### src/rtl/mem_access_ctrl.sv
// Single-port memory initiator: arbitrates IF fetches and LS loads/stores, one access at a time.
// Optional address range check enabled by defining MEMCTL_ADDR_CHECK_EN.
module mem_access_ctrl #(
   parameter int unsigned ADDR_W    = 16,
   parameter int unsigned DATA_W    = 32,
   parameter int unsigned MEM_DEPTH = 4096
) (
   input  logic              clk,
   input  logic              rst,
   input  logic              if_req_valid,
   output logic              if_req_ready,
   input  logic [ADDR_W-1:0] if_addr,
   output logic              if_rsp_valid,
   output logic [DATA_W-1:0] if_rsp_data,
   input  logic              ls_req_valid,
   output logic              ls_req_ready,
   input  logic              ls_we,
   input  logic [ADDR_W-1:0] ls_addr,
   input  logic [DATA_W-1:0] ls_wdata,
   output logic              ls_rsp_valid,
   output logic [DATA_W-1:0] ls_rsp_data,
   output logic              rsp_err,
   output logic [ADDR_W-1:0] mem_addr,
   output logic [DATA_W-1:0] mem_data_in,
   output logic              mem_we,
   output logic              mem_re,
   input  logic [DATA_W-1:0] mem_data_out
);

`ifdef MEMCTL_ADDR_CHECK_EN
   localparam bit ADDR_CHECK = 1'b1;
`else
   localparam bit ADDR_CHECK = 1'b0;
`endif

   typedef enum logic [1:0] {
      S_IDLE  = 2'd0,
      S_ISSUE = 2'd1,
      S_WAIT  = 2'd2,
      S_DONE  = 2'd3
   } state_t;

   state_t            state;
   logic              we_q;
   logic              src_ls_q;
   logic              err_q;
   logic [DATA_W-1:0] rd_q;

   logic              accept_c;
   logic              sel_ls_c;
   logic              sel_we_c;
   logic              sel_err_c;
   logic [ADDR_W-1:0] sel_addr_c;
   logic [DATA_W-1:0] sel_wdata_c;

   // Fixed LS priority; readies are only ever high in IDLE
   assign ls_req_ready = (state == S_IDLE);
   assign if_req_ready = (state == S_IDLE) && !ls_req_valid;

   // Request selection for the accept cycle
   always_comb begin
      accept_c    = 1'b0;
      sel_ls_c    = 1'b0;
      sel_we_c    = 1'b0;
      sel_addr_c  = if_addr;
      sel_wdata_c = '0;
      sel_err_c   = 1'b0;
      if (state == S_IDLE) begin
         accept_c = ls_req_valid || if_req_valid;
      end
      if (ls_req_valid) begin
         sel_ls_c    = 1'b1;
         sel_we_c    = ls_we;
         sel_addr_c  = ls_addr;
         sel_wdata_c = ls_wdata;
      end
      sel_err_c = ADDR_CHECK && (32'(sel_addr_c) >= MEM_DEPTH);
   end

   // Sequencer: all memory strobes and responses are registered
   always_ff @(posedge clk) begin
      if (rst) begin
         state        <= S_IDLE;
         we_q         <= 1'b0;
         src_ls_q     <= 1'b0;
         err_q        <= 1'b0;
         rd_q         <= '0;
         mem_addr     <= '0;
         mem_data_in  <= '0;
         mem_we       <= 1'b0;
         mem_re       <= 1'b0;
         if_rsp_valid <= 1'b0;
         if_rsp_data  <= '0;
         ls_rsp_valid <= 1'b0;
         ls_rsp_data  <= '0;
         rsp_err      <= 1'b0;
      end else begin
         mem_we       <= 1'b0;
         mem_re       <= 1'b0;
         if_rsp_valid <= 1'b0;
         ls_rsp_valid <= 1'b0;
         rsp_err      <= 1'b0;
         unique case (state)
            S_IDLE: begin
               if (accept_c) begin
                  we_q     <= sel_we_c;
                  src_ls_q <= sel_ls_c;
                  err_q    <= sel_err_c;
                  if (sel_err_c) begin
                     state <= S_DONE;
                  end else begin
                     state       <= S_ISSUE;
                     mem_addr    <= sel_addr_c;
                     mem_data_in <= sel_wdata_c;
                     mem_we      <= sel_we_c;
                     mem_re      <= !sel_we_c;
                  end
               end
            end
            S_ISSUE: begin
               state <= we_q ? S_DONE : S_WAIT;
            end
            S_WAIT: begin
               rd_q  <= mem_data_out;
               state <= S_DONE;
            end
            S_DONE: begin
               state   <= S_IDLE;
               rsp_err <= err_q;
               if (src_ls_q) begin
                  ls_rsp_valid <= 1'b1;
                  ls_rsp_data  <= (we_q || err_q) ? '0 : rd_q;
               end else begin
                  if_rsp_valid <= 1'b1;
                  if_rsp_data  <= err_q ? '0 : rd_q;
               end
            end
            default: state <= S_IDLE;
         endcase
      end
   end

endmodule

### config.mk
export PLATFORM = sky130hd
export DESIGN_NAME = mem_access_ctrl
export DESIGN_NICKNAME = d
export VERILOG_FILES = /design/src/rtl/mem_access_ctrl.sv
export SDC_FILE = /design/constraint.sdc
export NUM_CORES = 1
export LEC_CHECK = 0
export BUFFER_PORTS_ARGS = -buffer_cell sky130_fd_sc_hd__buf_2
export CAP_MARGIN = 40
export CORE_ASPECT_RATIO = 0.5
export CORE_MARGIN = 5
export CORE_UTILIZATION = 52
export CTS_CLUSTER_SIZE = 28
export DETAILED_ROUTE_END_ITERATION = 8
export GPL_TIMING_DRIVEN = 0
export PLACE_DENSITY = 0.85
export SLEW_MARGIN = 25
export SYNTH_ARGS = -nofsm -noshare
export SYNTH_HDL_FRONTEND = slang
export SYNTH_SLANG_ARGS = --single-unit
### constraint.sdc
create_clock -name clk -period 3.6 [get_ports clk]
set_input_delay 0.18 -clock clk [delete_from_list [all_inputs] [get_ports clk]]
set_output_delay 0.18 -clock clk [all_outputs]
set_load 0.005 [all_outputs]
==> impl_metrics.py <==
metrics = {
    "run_status": {
        "status": "finished clean",
    },
    "critical_path": {
        "crit_type": "flop to output port",
        "cp.required_ps": 3420,
        "reg2reg_from": "state[0]$_SDFFE_PP0P_",
        "setup.worst_path.start_class": "flop",
        "ff2ff_path_depth": 6,
        "path_max_fanout": 10,
        "timing.rr.end": "mem_data_in[23]$_SDFFE_PP0P_",
        "end_kind": "output port",
        "reg2reg_slack_ps": 1850,
        "crit_arrival_ps": 1890,
    },
    "finish": {
        "utilization_pct": 72.0,
        "antenna_cells": 0,
        "regArea_um2": 3040,
        "multi_input_area_um2": 2130,
        "area_growth_pct": 35.4,
        "layout.cells.non_filler": 961,
        "drive_gt1_share_pct": 35.7,
        "fin_nets": 914,
        "fill_cells": 786,
    },
    "clock_tree": {
        "clk_latency_ps": 410,
        "cts_buffer_depth": 2,
        "cts-resized-gates": 0,
        "cts_sinks": 152,
        "cts_root_buf": "clkbuf_16",
        "cts_buffers": 17,
        "htree_levels": 4,
        "cts_setup_buffers": 0,
        "cts_tree": "yes",
        "clkTransAtPathRegs_ps": 70,
    },
    "sta": {
        "hold_viol_final": 0,
        "setup_viol": 0,
        "fmax_mhz": 483,
        "maxSlewViolCount": 0,
        "fin_skew_ps": 8.80,
        "min_period_over_period_pct": 57.5,
        "post-route-min-period_ps": 2070,
        "setup-tns-final_ps": 0,
        "fin_ws_ps": 1530,
        "worstMarginPinSlew_ps": 505,
        "slew_headroom_pct": 66.3,
        "rsz0062_at_grt": "false",
    },
    "routing": {
        "route.detailed.drc": 0,
        "wire_per_inst_um": 16.3,
        "firstDrtPassIters": 5,
        "drt_iter0_markers": 256,
        "wirelength_um": 15700,
        "via_per_inst": 5.24,
        "vias": 5036,
        "drt.antenna.violating_nets": 0,
    },
    "global_route": {
        "grt_pass1_wl_um": 24600,
        "grt_pass1_vias": 5006,
        "gr-max-usage-layer": "met2",
        "use_met3_pct": 6.40,
        "grt_use_met2_pct": 45.1,
        "grt_max_degree": 17,
        "grtUsageMet1_pct": 26.8,
        "antenna_found_initial": 0,
        "overflow": 0,
        "gr-usage-all-layers_pct": 24.2,
    },
    "yosys": {
        "syn_nets": 674,
        "yosysSeqAreaShare_pct": 56.0,
        "yosysUniqueCellTypes": 25,
        "syn_inst": 568,
        "yosysWarnings": 0,
        "ys_ff_latch": 152,
        "synth_area_per_cell_um2": 9.56,
        "syn_area_um2": 5430,
    },
    "worst_hold_path": {
        "hold_path_class": "input pin to flop",
        "whs_endpoint": "rd_q[8]$_SDFFE_PP0N_",
        "hold_depth": 3,
        "hold_start": "mem_data_out[8]",
    },
    "place": {
        "post-dp-hpwl_um": 11000,
        "dpl_worst_slack_ps": 1870,
        "dp_cells": 926,
        "routabilityCongestion": 0.800,
        "place.port_buffers": 218,
    },
    "die": {
        "rows": 26,
        "io_pins": 220,
        "core_area_um2": 10200,
        "dieArea_um2": 12700,
        "die_h_um": 82.3,
        "dieWidth_um": 155,
        "start_util_pct": 53.2,
    },
    "power_and_ir_drop": {
        "ir_worst_vdd_mv": 0.470,
        "leakagePower_nw": 3.41,
        "power.density_nw_per_um2": 711,
    },
    "run": {
        "cap_viol_max_count": 0,
    },
}
synth_stat cells:
master / number / share of area, %
a211oi_1: 18 / 2.5
a21oi_1: 67 / 6.2
a221oi_2: 1 / 0.28
a22o_1: 32 / 5.2
and4b_1: 1 / 0.18
buf_1: 1 / 0.069
buf_2: 34 / 3.1
buf_4: 3 / 0.41
buf_6: 2 / 0.41
clkbuf_1: 8 / 0.55
conb_1: 1 / 0.069
dfxtp_1: 152 / 56
ha_1: 5 / 1.2
inv_1: 2 / 0.14
mux2i_1: 49 / 9.0
nand2_1: 100 / 6.9
nand2b_1: 1 / 0.12
nand3_1: 33 / 3.0
nor2_1: 51 / 3.5
nor2b_1: 2 / 0.23
nor3_2: 1 / 0.18
o21a_1: 1 / 0.14
o21ai_0: 1 / 0.092
o21ai_4: 1 / 0.30
or3b_4: 1 / 0.21
final cells by class:
class | instances | area share (%)
well taps | 140 | 2.38
plain buffers | 48 | 3.38
inverters | 2 | 0.102
clock inverters | 15 | 2.77
clock buffers | 17 | 5.78
multi-input cells | 366 | 29.0
repair buffers | 221 | 15.2
flip-flops and latches | 152 | 41.4
cell usage in the layout, fill, tap and decap left out, types with 4 or more instances in the layout:
cell type	n
nor2_1	51
buf_2	252
nand3_1	33
mux2i_1	49
a211oi_1	18
a21oi_1	67
a22o_1	32
clkbuf_16	17
dfxtp_1	152
clkbuf_1	8
ha_1	5
inv_6	5
nand2_1	100
inv_8	4
per-stage QoR:
| step | instance area (µm²) | power, mW | hold WS [ps] |
|---|---|---|---|
| 3_3_place_gp | 6700 | 3.28 | 400 |
| 2_1_floorplan | 5430 | 2.88 | 284 |
| 6_report | 7360 | 5.23 | 0.627 |
| 5_1_grt | 7360 | 5.49 | 11.8 |
| 3_5_place_dp | 6700 | 3.33 | 404 |
| 4_1_cts | 7360 | 5.24 | 0.00158 |
worst max-delay path, cell delays in order (launching register included):
cell,delay (ps)
dfxtp_1,340
inv_1,170
ha_1,270
buf_4,220
buf_2,220
nor2b_1,140
buf_2,130
timing repair:
item | CTS | global route
hold buffers | 3 | 0
setup endpoints to repair | 0 | 0
hold endpoints to repair | 3 | 0
layer usage:
layer / up-vias / routed length [µm]
met4: 0 / 382
met3: 33 / 988
met1: 2391 / 6200
li1: 2433 / -
met5: - / 0
met2: 179 / 8100
logic make-up after synthesis:
logic type,Yosys count,share of synthesized area (%)
AOI/OAI and AO/OA,121,14.6
adders and majority gates,5,1.15
buffers and inverters,50,4.72
DFF,152,56.0
muxes,49,9.03
other,1,0.0690
and+or+nand+nor,190,14.4
how the worst max path moves through the flow:
stage	end	depth (start not counted)	startpoint
CTS	if_req_ready	6	state[0]$_SDFFE_PP0P_
floorplan	mem_data_in[10]$_SDFFE_PP0P_	6	state[0]$_SDFFE_PP0P_
global route	if_req_ready	6	state[0]$_SDFFE_PP0P_
finish	if_req_ready	6	state[0]$_SDFFE_PP0P_
global placement	mem_data_in[17]$_SDFFE_PP0P_	6	state[0]$_SDFFE_PP0P_
detailed placement	mem_data_in[23]$_SDFFE_PP0P_	6	state[0]$_SDFFE_PP0P_
power breakdown:
group	switching [mW]	total, mW	internal [mW]
clock	0.784	1.91	1.12
combinational	0.746	1.26	0.515
sequential	0.144	2.06	1.92
sequential cells by signal (all words and copies together) (netlist names):
name,count
we_q,1
if_rsp_valid,1
ls_rsp_data,32
state,2
mem_addr,16
mem_data_in,32
ls_rsp_valid,1
mem_we,1
if_rsp_data,32
rd_q,32
src_ls_q,1
mem_re,1
Note: power is estimated with default switching activity, not from simulation.
